[src/rtl/pdn_rail_sequencer.sv]
// Power rail sequencer: ramps rails up in index order with power-good and settle
// handshakes, ramps down in reverse, and latches a fault on timeout or power-good loss.
module pdn_rail_sequencer #(
    parameter int unsigned NUM_RAILS = 8,
    parameter int unsigned TMR_W     = 16,
    parameter int unsigned IDX_W     = $clog2(NUM_RAILS)
) (
    input  logic                 clk,
    input  logic                 rst,
    input  logic                 pwr_on_req,
    input  logic                 fault_clr,
    input  logic [NUM_RAILS-1:0] rail_pg,
    input  logic [TMR_W-1:0]     settle_cycles,
    input  logic [TMR_W-1:0]     timeout_cycles,
    output logic [NUM_RAILS-1:0] rail_en,
    output logic                 all_good,
    output logic                 busy,
    output logic                 fault,
    output logic [IDX_W-1:0]     fault_rail
);

    localparam logic [IDX_W-1:0] LAST_IDX = IDX_W'(NUM_RAILS - 1);
    localparam logic [TMR_W-1:0] TMR_MAX  = {TMR_W{1'b1}};

    typedef enum logic [2:0] {
        ST_OFF    = 3'd0,
        ST_UP     = 3'd1,
        ST_SETTLE = 3'd2,
        ST_ON     = 3'd3,
        ST_DOWN   = 3'd4,
        ST_FAULT  = 3'd5
    } state_t;

    state_t                 state, state_nxt;
    logic [IDX_W-1:0]       idx, idx_nxt;
    logic [TMR_W-1:0]       timer, timer_nxt, timer_inc;
    logic [NUM_RAILS-1:0]   rail_en_nxt;
    logic [IDX_W-1:0]       fault_rail_nxt;
    logic                   all_good_nxt, busy_nxt, fault_nxt;
    logic                   supervised, loss;
    logic [IDX_W-1:0]       loss_rail;

    assign timer_inc  = (timer == TMR_MAX) ? timer : timer + TMR_W'(1);
    assign supervised = (state == ST_UP) || (state == ST_SETTLE) || (state == ST_ON);

    // Lowest confirmed rail whose power-good has dropped.
    always_comb begin
        loss      = 1'b0;
        loss_rail = '0;
        for (int j = int'(NUM_RAILS) - 1; j >= 0; j--) begin
            if (supervised && !rail_pg[j] &&
                ((IDX_W'(j) < idx) || ((IDX_W'(j) == idx) && (state != ST_UP)))) begin
                loss      = 1'b1;
                loss_rail = IDX_W'(j);
            end
        end
    end

    always_comb begin
        state_nxt      = state;
        idx_nxt        = idx;
        timer_nxt      = timer;
        rail_en_nxt    = rail_en;
        fault_rail_nxt = fault_rail;

        if (loss) begin
            state_nxt      = ST_FAULT;
            rail_en_nxt    = '0;
            fault_rail_nxt = loss_rail;
        end else begin
            case (state)
                ST_OFF: begin
                    if (pwr_on_req) begin
                        state_nxt   = ST_UP;
                        idx_nxt     = '0;
                        timer_nxt   = '0;
                        rail_en_nxt = NUM_RAILS'(1);
                    end
                end
                ST_UP: begin
                    if (!pwr_on_req) begin
                        state_nxt        = ST_DOWN;
                        timer_nxt        = '0;
                        rail_en_nxt[idx] = 1'b0;
                    end else if (rail_pg[idx]) begin
                        state_nxt = ST_SETTLE;
                        timer_nxt = '0;
                    end else if (timer >= timeout_cycles) begin
                        state_nxt      = ST_FAULT;
                        rail_en_nxt    = '0;
                        fault_rail_nxt = idx;
                    end else begin
                        timer_nxt = timer_inc;
                    end
                end
                ST_SETTLE: begin
                    if (!pwr_on_req) begin
                        state_nxt        = ST_DOWN;
                        timer_nxt        = '0;
                        rail_en_nxt[idx] = 1'b0;
                    end else if (timer == settle_cycles) begin
                        timer_nxt = '0;
                        if (idx == LAST_IDX) begin
                            state_nxt = ST_ON;
                        end else begin
                            state_nxt                       = ST_UP;
                            idx_nxt                         = idx + IDX_W'(1);
                            rail_en_nxt[idx + IDX_W'(1)]    = 1'b1;
                        end
                    end else begin
                        timer_nxt = timer_inc;
                    end
                end
                ST_ON: begin
                    if (!pwr_on_req) begin
                        state_nxt        = ST_DOWN;
                        timer_nxt        = '0;
                        rail_en_nxt[idx] = 1'b0;
                    end
                end
                ST_DOWN: begin
                    // A down-step timeout just moves on; rails are being removed anyway.
                    if (!rail_pg[idx] || (timer >= timeout_cycles)) begin
                        timer_nxt = '0;
                        if (idx == '0) begin
                            state_nxt = ST_OFF;
                        end else begin
                            idx_nxt                      = idx - IDX_W'(1);
                            rail_en_nxt[idx - IDX_W'(1)] = 1'b0;
                        end
                    end else begin
                        timer_nxt = timer_inc;
                    end
                end
                ST_FAULT: begin
                    rail_en_nxt = '0;
                    if (fault_clr && !pwr_on_req) begin
                        state_nxt      = ST_OFF;
                        idx_nxt        = '0;
                        timer_nxt      = '0;
                        fault_rail_nxt = '0;
                    end
                end
                default: begin
                    state_nxt      = ST_OFF;
                    idx_nxt        = '0;
                    timer_nxt      = '0;
                    rail_en_nxt    = '0;
                    fault_rail_nxt = '0;
                end
            endcase
        end

        all_good_nxt = (state_nxt == ST_ON);
        busy_nxt     = (state_nxt == ST_UP) || (state_nxt == ST_SETTLE) || (state_nxt == ST_DOWN);
        fault_nxt    = (state_nxt == ST_FAULT);
    end

    always_ff @(posedge clk or posedge rst) begin
        if (rst) begin
            state      <= ST_OFF;
            idx        <= '0;
            timer      <= '0;
            rail_en    <= '0;
            fault_rail <= '0;
            all_good   <= 1'b0;
            busy       <= 1'b0;
            fault      <= 1'b0;
        end else begin
            state      <= state_nxt;
            idx        <= idx_nxt;
            timer      <= timer_nxt;
            rail_en    <= rail_en_nxt;
            fault_rail <= fault_rail_nxt;
            all_good   <= all_good_nxt;
            busy       <= busy_nxt;
            fault      <= fault_nxt;
        end
    end

endmodule

[config.mk]
export PLATFORM = sky130hd
export DESIGN_NAME = pdn_rail_sequencer
export DESIGN_NICKNAME = d
export VERILOG_FILES = /design/src/rtl/pdn_rail_sequencer.sv
export SDC_FILE = /design/constraint.sdc
export NUM_CORES = 1
export LEC_CHECK = 0
export CORE_MARGIN = 10
export CORE_UTILIZATION = 49
export DETAILED_ROUTE_END_ITERATION = 12
export HOLD_SLACK_MARGIN = 0.05
export PLACE_DENSITY = 0.78
export SYNTH_ARGS = -nofsm -noshare
export SYNTH_HDL_FRONTEND = slang
export SYNTH_SLANG_ARGS = --single-unit
[constraint.sdc]
create_clock -name clk -period 3 [get_ports clk]
set_input_delay 0.45 -clock clk [delete_from_list [all_inputs] [get_ports clk]]
set_output_delay 0.45 -clock clk [all_outputs]
set_load 0.01 [all_outputs]
### Word-level counts from Yosys, hierarchy flattened

Cells that the tools add are included.

| storage, ports and cells | value |
|---|---|
| bits in registers | 36 |
| input port bits | 44 |
| output and inout bits | 14 |
| logic and storage cells | 208 |

| cells by class | value |
|---|---|
| $add $sub $neg | 3 |
| $lt $le $gt $ge | 15 |
| eq/ne operators | 43 |
| muxes and demuxes | 73 |
| bitwise gates (word level) | 7 |
| reduce and logical (&&, ||, !) cells | 59 |

Operators with widths:

| operator | number |
|---|---|
| two-way mux 16 bit | 10 |
| case mux 16 bit (6 select lines) | 1 |
| two-way mux 3 bit | 30 |
| two-way mux 8 bit | 11 |
| case mux 8 bit (5 select lines) | 1 |
| logical AND 1 bit | 28 |
| != test 3 bit, second input constant | 7 |
| case mux 3 bit (6 select lines) | 1 |
| adder 16 x 1 -> 16 bit, second input constant | 1 |
| bitwise AND 8 bit | 2 |
| equality test 16 bit | 1 |
| equality test 16 bit, second input constant | 1 |
| >= comparator 16 bit | 1 |
| NOT 8 bit | 2 |
| equality test 3 bit, second input constant | 5 |
| case mux 3 bit (5 select lines) | 1 |
| != test 2 bit, second input constant | 7 |
| logical OR 1 bit | 13 |
| equality test 3 x 2 -> 1 bit, second input constant | 4 |
| equality test 3 bit, first input constant | 4 |
| less-than comparator 3 bit, first input constant | 4 |
| less-than comparator 3 x 4 -> 1 bit, second input constant | 3 |
| two-way mux 1 bit | 12 |
| != test 4 bit, second input constant | 3 |
| other kinds (25) | 47 |

### Logic depth before layout (Yosys ltp)

| depth | value |
|---|---|
| word-level depth | 17 |
| gate-level depth with buffers | 13 |
| gate-level depth less buffers | 9 |

### Least setup slack after synthesis

Ideal clock, no wire load.

| timing | value |
|---|---|
| path type | input to register |
| start point | input port timeout_cycles[10] |
| end point | register timer[7] |
| setup time | 130 ps |
| arrival | 2723 ps |
| data required time | 2870 ps |
| slack | 147 ps |
| stages on the path | 10 |
| buffers on the path | 1 |
| path through | inv_1 ha_1 nand3_1 or2_2 nor4b_1 nor4_1 a21oi_1 buf_2 a2bb2oi_1 o31ai_1 |

| between the ends | value |
|---|---|
| longest elaborated chain between the ends | 4 |
| elaborated cells on any way between the ends | 6 |
| those cells by class | order compare (1); eq/ne (1); mux (2); reduce/logical (2) |

RTL lines:

| element | RTL line | RTL |
|---|---|---|
| from (decl) | 14 | `input logic [TMR_W-1:0] timeout_cycles,` |
| >= comparator 16 bit * | 88, 123 |  |
| logical OR 1 bit | 123 | `if (!rail_pg[idx] \|\| (timer >= timeout_cycles)) begin` |
| two-way mux 16 bit | 123 |  |
| case mux 16 bit (6 select lines) | 71 | `case (state)` |
| to (signal assigned) | 172 | `timer <= timer_nxt;` |
| to (decl) | 36 | `logic [TMR_W-1:0] timer, timer_nxt, timer_inc;` |

Every way passes the cells marked *; elsewhere a longest branch is shown, timed or not.
A chain may end at the register's enable or synchronous reset.

### Worst setup path in the final report

| timing | value |
|---|---|
| start point | input port timeout_cycles[0] |
| end point | register timer[3] |

The elaborated chain is that of the path after synthesis.

==> summary by stage <==
Status
The flow ran to the end, but the final reports show violations. The final reports fail on negative setup slack.

Routing
The via density per instance is 6.09. The number of DRC violations after detailed-routing iteration 0 is 306. The first TritonRoute pass finished after 6 iterations. In the final routed layout, each cell accounts on average for around 18 µm. The post-detailed-route DRC marker count is 0.

The detail route stage leaves a number of antenna-violating nets equal to 0. The wire length reported by the detailed router is between 10,000 and 15,000 µm. The overall via count from detail_route is about 3,700.

Logic synthesis
The number of nets produced by synthesis is 483. The number of enable flip-flop cells after synthesis is 0. The number of different library cells used by synthesis comes to 67. Ranked by total cell area, the synthesized netlist is headed by sky130_fd_sc_hd__dfrtp_1 (26%), sky130_fd_sc_hd__ha_1 (8.4%), sky130_fd_sc_hd__xor2_1 (4.6%). The total number of yosys warnings is 0. In the synthesized netlist the dominant register cell turns out to be sky130_fd_sc_hd__dfrtp_1. The part of the Yosys area used for sequential elements is a little over a quarter. The post-synthesis instance area is ~3400 µm².

The synthesized design devotes to its leading area cell type a little over a quarter of total area. In this run the mean area of a mapped cell was between 8 and 9 µm². The synthesized design spends more area on one cell type than any other, namely sky130_fd_sc_hd__dfrtp_1.

The number of standard cells after synthesis is 416. The proportion of register bits with asynchronous set or reset after synthesis is 100%. Counting flops and latches in the post-synthesis netlist gives 36.

Clock tree
In this run, CTS created clock tree buffers numbering 5. The worst-case clock buffer depth is 2. The clock latency at the later pin of the worst-skew pair is around 0.3 ns. TritonCTS built the clock tree.

CTS saw 36 sinks. The clock-pin slew on the worst setup and hold paths is approximately 0.080 ns. The tree is rooted in a sky130_fd_sc_hd__clkbuf_8. The H-tree was split into 2 levels.

Global route
The via count of the first global-routing pass came to about 3,600. The global-route usage over all layers is 19.0%. The initial antenna violation count came to 0. Entering global routing, the biggest net connects 37 pins. The global-route wire length before repair is around 18,000 µm. The final global-route overflow total is 0.

Worst setup path
The gate family responsible for the most delay along the worst path is buffers and inverters. Along the worst path, the maximum fanout reaches 9. Data on the critical path is required at its endpoint by 3.20 ns. Setup slack on the worst reg-to-reg path comes out at ~0.09 ns. The critical-path cell with the highest stage delay is sky130_fd_sc_hd__clkdlybuf4s50_1. The category of the worst setup path launch point is an input pin. The cell seen most often among critical-path stages is sky130_fd_sc_hd__buf_4.

The critical path capture point type is a flip-flop. The maximum cell stage delay along the critical path is 0.40 ns. The buffer and inverter count on the worst path is 5. The worst register-to-register path has a depth of 9. The origin of the critical flop-to-flop path is state[1]$_DFF_PP0_.

The critical path class is input pin to flip-flop. The signal arrival time at the worst endpoint is roughly 3.3 ns. In this run the critical register-to-register path is captured at timer[3]$_DFFE_PP0P_. The critical path goes through clkdlybuf4s50_1, ha_1, nand2b_1, a2111oi_4, nor4b_2, buf_4, buf_4, nor3_2, o211ai_1, buf_4, or2_0, buf_6, o31ai_2.

Timing
The final period demand of the worst path is approximately 3.0 ns. The final hold violation count is 0. The actual transition at the worst max-transition pin is 1.03 ns.

Setup violations remaining at the end of the flow were counted as 5. The upper clock frequency limit is 328 MHz. The ratio of final minimum period to clock period is 102%. The number of max-slew violations in the final report is 0. In the post-route analysis, the smallest setup slack over all paths is -0.0472 ns.

The tightest hold path in the finished design has a slack of 0.496 ns. Across the routed clock network, the largest skew measured is 0.00877 ns. The worst slew slack as a fraction of its limit is between 30% and 40%.

Job
The number of maximum-capacitance violations is 0.

Hold path
Counting instances, the worst hold path has a depth of 1. The class of the tightest hold or removal check is flip-flop to flip-flop. The worst hold path begins at rail_en[5]$_DFFE_PP0P_.

The hold-critical path endpoint is rail_en[5]$_DFFE_PP0P_.

Floorplanning
The core box area is about 6800 µm². The number of standard-cell rows in the floorplan is 30. The y dimension of the die is 104 µm. The initial cell density of the core is between 50 and 60%.

The die covers 10,700 µm². The total I/O pin count is 58. In this run the horizontal extent of the chip is roughly 100 µm.

Layout
The area growth from synthesis to layout is 39.9%. The antenna diode instance count is 0. Of the cells placed in the final design, the portion with a size suffix greater than 1 is between 20% and 30%. The post-layout net count is 585. The total of fill cells in the finished design is between 500 and 600.

The utilization after layout is a little over two thirds.

Placement
At the end of routability-driven placement, the weighted congestion stood at around 0.96. The sum of net half-perimeters after detailed placement is ~8000 µm. The number of port buffers is 57.

Power
The maximum vdd drop is around 0.36 mV. The cell area power density is 793 nW/µm². The completed layout was analyzed and its total power is 3800 µW. The standby leakage power is approximately 0.0022 µW.
-- logic make-up (layout without fill, tap and decap cells) --
group,count (synthesis),after routing,share of synthesized area (%)
xor+xnor,19,19,4.86
fa+ha+maj,23,23,8.40
flops,36,36,26.3
simple gates,150,150,22.8
mux,7,7,2.15
compound gates,130,130,29.1
buf+inv,51,154,6.39
-- sequential cells by signal (all words and copies together) (netlist names) --
name	count
rail_en	8
timer	16
all_good	1
busy	1
fault_rail	3
idx	3
fault	1
state	3
-- cell usage in the layout (no fill, tap or decap), types with 8 or more instances in the layout --
| cell type | n |
|---|---|
| sky130_fd_sc_hd__o22a_1 | 8 |
| sky130_fd_sc_hd__dfrtp_1 | 36 |
| sky130_fd_sc_hd__nand2_1 | 36 |
| sky130_fd_sc_hd__nand3_1 | 19 |
| sky130_fd_sc_hd__nor2_1 | 23 |
| sky130_fd_sc_hd__o21ai_0 | 12 |
| sky130_fd_sc_hd__inv_1 | 27 |
| sky130_fd_sc_hd__clkdlybuf4s50_1 | 57 |
| sky130_fd_sc_hd__buf_4 | 59 |
| sky130_fd_sc_hd__a21oi_1 | 23 |
| sky130_fd_sc_hd__nor3_1 | 13 |
| sky130_fd_sc_hd__xor2_1 | 18 |
| sky130_fd_sc_hd__o211ai_1 | 8 |
| sky130_fd_sc_hd__ha_1 | 22 |
-- per-layer routing --
layer | GRT usage [%] | routed length [µm] | vias up
met3 | 3.35 | 817 | 21
met1 | 24.6 | 4650 | 1772
met5 | 0 | 0 | -
met2 | 32.0 | 5290 | 195
met4 | 3.73 | 155 | 0
li1 | - | - | 1757
-- metrics by stage --
step / instances / area [µm²] / worst slack (ns) / setup TNS, ns
2_1_floorplan: 416 / 3430 / 0.147 / 0
3_5_place_dp: 605 / 4460 / -0.428 / -8.40
6_report: 615 / 4790 / -0.0472 / -0.0836
4_1_cts: 613 / 4630 / 0.00819 / 0
5_1_grt: 615 / 4790 / -0.108 / -0.627
3_3_place_gp: 605 / 4460 / -0.257 / -6.65
-- Yosys cell counts, drive strengths merged (4+ instances only) --
cell and number:
a211o 4, nor4 5, mux2i 4, nor2 23
o32ai 4, dfrtp 36, xor2 18, buf 12
o2bb2ai 4, and4 5, a2bb2oi 8, nand4 6
nor2b 7, a211oi 4, o21ai 14, nand2 37
and2 6, and3 6, nand3 19, o31ai 13
inv 27, or3 5, a31oi 7, o22a 8
o211ai 8, clkbuf 11, nor3 14, nand2b 7
ha 23, a21oi 25
-- what timing repair did --
| item | in CTS | in global routing |
|---|---|---|
| endpoints found under the setup margin | 12 | 27 |
| buffers inserted | 0 | 2 |
| gates resized for setup | 3 | 26 |
| pin swaps | 0 | 2 |
| hold buffers | 0 | 0 |
-- power by group --
part           leakage [µW]  total (µW)  internal [µW]  switching [µW]
sequential         0.000490         614            563            50.2
clock             0.0000784         613            416             197
combinational       0.00162        2580           1130            1440
total               0.00219        3800           2110            1690
-- worst max-delay path by stage --
stage,startpoint,endpoint,cells past startpoint
floorplan,timeout_cycles[10],timer[7]$_DFFE_PP0P_,10
global placement,timeout_cycles[9],timer[1]$_DFFE_PP0P_,13
detailed placement,timeout_cycles[0],timer[6]$_DFFE_PP0P_,13
CTS,timeout_cycles[13],timer[6]$_DFFE_PP0P_,14
global route,timeout_cycles[0],timer[3]$_DFFE_PP0P_,13
finish,timeout_cycles[0],timer[3]$_DFFE_PP0P_,13
-- final cells by class --
class | count | area (µm²) | share of cell area [%]
timing repair buffer | 118 | 1040 | 21.8
sequential | 36 | 901 | 18.8
clock buffer | 5 | 68.8 | 1.44
multi-input combinational | 329 | 2460 | 51.4
clock inverter | 3 | 90.1 | 1.88
tap | 96 | 120 | 2.51
inverter | 28 | 105 | 2.19
No activity file was read; power rests on OpenSTA's default activity.
==> RTL edit 1, RTL diff (same flow settings) <==
Put one more register stage on the output `all_good`. The value now appears one clock later. The other outputs are not delayed to match.
--- a/src/rtl/pdn_rail_sequencer.sv
+++ b/src/rtl/pdn_rail_sequencer.sv
@@ -30,6 +30,8 @@
         ST_DOWN   = 3'd4,
         ST_FAULT  = 3'd5
     } state_t;
+
+    logic all_good_s0;
 
     state_t                 state, state_nxt;
     logic [IDX_W-1:0]       idx, idx_nxt;
@@ -163,7 +165,7 @@
             timer      <= '0;
             rail_en    <= '0;
             fault_rail <= '0;
-            all_good   <= 1'b0;
+            all_good_s0 <= 1'b0;
             busy       <= 1'b0;
             fault      <= 1'b0;
         end else begin
@@ -172,11 +174,15 @@
             timer      <= timer_nxt;
             rail_en    <= rail_en_nxt;
             fault_rail <= fault_rail_nxt;
-            all_good   <= all_good_nxt;
+            all_good_s0 <= all_good_nxt;
             busy       <= busy_nxt;
             fault      <= fault_nxt;
         end
     end
 
+    always_ff @(posedge clk) begin
+        all_good <= all_good_s0;
+    end
+
 endmodule
 
Function: same outputs for any inputs over 10 cycles, from zero or initial values and one cycle with rst high; that may be too few to reach the edited logic, so the function may still have changed.
==> RTL edit 1 against the original RTL <==
Synthesized area rose by 1.4%; power fell by 1.2%; setup slack improved by 0.087 ns; sequential cell count rose by 1; maximum frequency rose by 3.0%; sequential share of layout area rose by 0.84 points; wire length rose by 0.20%; cell area fell by 2.0%; critical path type unchanged.
==> RTL edit 1: results (changes against the original RTL) <==
maximum vdd drop 0.599 mV (+66%); multi-input combinational area share 51.8% (+0.35 points); Total Power 3.76 mW (-1.2%); ys async rst share 97.3% (-2.7 points); number of non-clock inverters 33 (+18%); post-synth cell types 73 (+9.0%); skew final 0.0139 ns (+0.00510 ns); top area cells in the synthesized netlist dfrtp_1 26%, ha_1 8.3%, a21oi_1 4.5%; hold path depth 0 (-1); CP Data Arrival Time 3.13 ns (-0.12 ns); Clk power 462 µW (-25%); R2R Path Start state[2]; GRT Util Overall 19.3% (+0.30 points); global-route wire length before repair 17900 µm (+2.0%); Post-DP HPWL 8370 µm (+3.3%); met1 Resource Use GR 23.5% (-1.1 points); GRT met3 Usage 3.28% (-0.062 points); crit-path leading delay family compound AO/OA/AOI/OAI gates; Final Wtd Congestion 0.935 (-2.7%); P_leak 2.09 nW (-4.3%); Hold EP all_good; Syn Nets 489 (+1.2%); Rel. slew slack 67.6% (+37 points); sw frac 45.9% (+1.5 points); number of fill cells 576 (+5.9%); final WL 10900 µm (+0.20%); initial drt markers 217 (-29%); status finished, final reports clean; Max stage delay on crit path 0.46 ns (+0.06 ns); share of cells above drive strength 1 19.6% (-0.62 points); First-pass DRT Iterations 5 (-1); Crit. Startpoint timeout_cycles[9]; beginning of the worst hold path all_good_s0; FF-to-FF path depth 7 (-2); Comb power 2.63 mW (+2%); clock buf count 6 (+1); most frequent cells after synthesis 36 x dfrtp_1, 33 x inv_1, 32 x nor2_1; Vias/cell 6.00 (-1.4%); reg2reg setup slack 0.06 ns (-0.03 ns); WHS 0.345 ns (-0.151 ns); Non-clock buffers 111 (-5.9%); nets 586 (+0.17%); Seq/Total Area, Yosys 26.5% (+0.23 points); multi-input combinational cell count 331 (+0.61%)
[RTL edit 1: changes by cell type in the layout (fill, tap and decap cells not counted), sizes merged, moves of 6 or more]
cell     before  now
nor2         23   32
a21oi        25   32
a2bb2oi       8    0
inv          27   33
nand2        37   30
buf          61   54
[RTL edit 1: cell families after synthesis]
logic type | count (synthesis) | share of synthesized area, %
AND/OR/NAND/NOR | 156 | 23.9
AO/OA/AOI/OAI | 123 | 25.4
buffers and inverters | 55 | 8.11
flip-flops | 37 | 26.5
adder cells (fa/ha/maj) | 23 | 8.29
XOR/XNOR | 20 | 5.04
multiplexers | 8 | 2.77
[RTL edit 1: metrics by stage]
stage                     TNS (ns)  utilization [%]  instances  instance area, µm²  worst slack [ns]
after global placement       -3.60             64.5        606                4410            -0.277
after CTS                 -0.00611             66.5        614                4540          -0.00593
after detailed placement     -5.34             64.5        606                4410            -0.369
final                            0             68.8        616                4700            0.0402
after global routing        -0.208             68.8        616                4700           -0.0922
after floorplan                  0                -        422                3480            0.0163
==> RTL edit 2, RTL diff (config.mk and constraints unchanged) <==
Without the edit above. The parameter `TMR_W` goes from 16 to 14.
--- a/src/rtl/pdn_rail_sequencer.sv
+++ b/src/rtl/pdn_rail_sequencer.sv
@@ -2,7 +2,7 @@
 // handshakes, ramps down in reverse, and latches a fault on timeout or power-good loss.
 module pdn_rail_sequencer #(
     parameter int unsigned NUM_RAILS = 8,
-    parameter int unsigned TMR_W     = 16,
+    parameter int unsigned TMR_W     = 14,
     parameter int unsigned IDX_W     = $clog2(NUM_RAILS)
 ) (
     input  logic                 clk,
Ports: changed (resized settle_cycles and timeout_cycles); port bits go from 58 to 54. No check against the original RTL was run, so the function may have changed too.
==> RTL edit 2 against the original RTL <==
First-iteration DRC count is 34% lower; sequential cell count fell by 2; highest routed layer unchanged; critical endpoint is now timer[4]; synthesized area down 7.0%; setup slack better by 0.14 ns; wire length is 12% lower; die area is 5.7% lower; cell area fell by 13%; power is 11% lower.
==> RTL edit 2: results (changes against the original RTL) <==
First-pass DRT Iterations 5 (-1); status finished, final reports clean; maximum vdd drop 0.501 mV (+39%); multiplexer share of the synthesized area 2.35% (+0.20 points); compound-gate portion of the synthesized area 28.3% (-0.84 points); Adder-Cell Fraction of Synth Area 8.24% (-0.16 points); Final Wtd Congestion 0.930 (-3.2%); post-synth cell types 66 (-1.5%); P_leak 1.87 nW (-15%); initial drt markers 203 (-34%); global-route wire length before repair 16000 µm (-8.8%); reg2reg setup slack 0.20 ns (+0.11 ns); WL met2 4800 µm (-9.4%); Post-Layout Cell Count 548 (-11%); Max stage delay on crit path 0.51 ns (+0.11 ns); crit-path leading delay family compound AO/OA/AOI/OAI gates; met3 WL post-DR 669 µm (-18%); largest net degree at the start of global routing 23 (-38%); Avg WL per Cell 17.5 µm (-1.6%); CP Data Arrival Time 3.12 ns (-0.13 ns); Post-DP Area 0.00405 mm² (-9.2%); port bufs 53 (-7.0%); Internal 1.83 mW (-13%); share of cells above drive strength 1 15.7% (-4.5 points); critical path peak fanout 20 (+11); number of fill cells 546 (+0.37%); nets 532 (-9.1%); Largest regs timer (14), rail_en (8); skew final 0.0115 ns (+0.00270 ns); most frequent cells after synthesis 38 x a21oi_1, 34 x dfrtp_1, 24 x nand2_1; Placed Instances 540 (-11%); Post-DP HPWL 7360 µm (-9.1%); Seq/Total Area, Yosys 26.7% (+0.40 points); syn_area_per_cell 8.13 µm² (-1.3%); Synth Area in XOR/XNOR 4.67% (-0.19 points)
==> RTL edit 2: worst register-to-register path, stage by stage (launching register included) <==
cell	delay (ns)
dfrtp_1	0.46
ha_1	0.19
ha_1	0.19
or4b_2	0.66
o31a_1	0.19
a21boi_2	0.19
nand2_1	0.22
nor4_2	0.08
buf_4	0.18
a2111oi_0	0.31
==> RTL edit 2: logic make-up (layout without fill, tap and decap cells) <==
logic type      after synthesis  count (layout)
compound gates              126             126
xor+xnor                     17              17
mux                           7               7
fa+ha+maj                    21              21
flops                        34              34
simple gates                142             142
buf+inv                      45             124
==> RTL edit 2: area by class of cell <==
type	instances	area share, %
multi-input combinational	313	52.0
inverter	23	2.06
clock buffer	6	1.97
tap	77	2.30
timing repair buffer	94	20.6
sequential	34	20.3
clock inverter	1	0.718
==> RTL edit 2: final timing paths <==
check | end | start | cells past startpoint
worst max-delay path | timer[4] | timeout_cycles[11] | 12
worst min-delay path | fault_rail[1] | fault_rail[1] | 1
worst max register to register | timer[5] | idx[1] | 9
worst min register to register | fault_rail[1] | fault_rail[1] | 1
max in group asynchronous | rail_en[1] | rst | 3
min in group asynchronous | fault_rail[0] | rst | 2
==> RTL edit 2: per-stage QoR <==
stage	hold slack [ns]	TNS, ns	setup WS [ns]
6_report	0.509	0	0.0941
2_1_floorplan	0.550	0	0.167
5_1_grt	0.546	0	0.0181
4_1_cts	0.512	0	0.0499
3_3_place_gp	0.489	-4.06	-0.211
3_5_place_dp	0.494	-3.81	-0.232
==> RTL edit 2: routing by layer <==
metal,global-route usage [%],vias up
li1,-,1635
met1,21.7,1613
met2,32.1,129
met3,4.60,18
met4,6.74,0
met5,0,-
==> RTL edit 2: timing repair <==
action / in CTS / in global routing
pin swaps: 1 / 1
cloned: 0 / 0
setup buffers: 1 / 0
endpoints found under the setup margin: 1 / 11
resized for setup: 0 / 4
==> RTL edit 2: power by group through the flow <==
stage	clock network [mW]	logic [mW]	registers, mW
2_1_floorplan	0	1.46	0.615
5_1_grt	0.461	2.58	0.606
3_5_place_dp	0	2.31	0.606
4_1_cts	0.448	2.32	0.596
3_3_place_gp	0	2.26	0.600
6_report	0.443	2.36	0.595
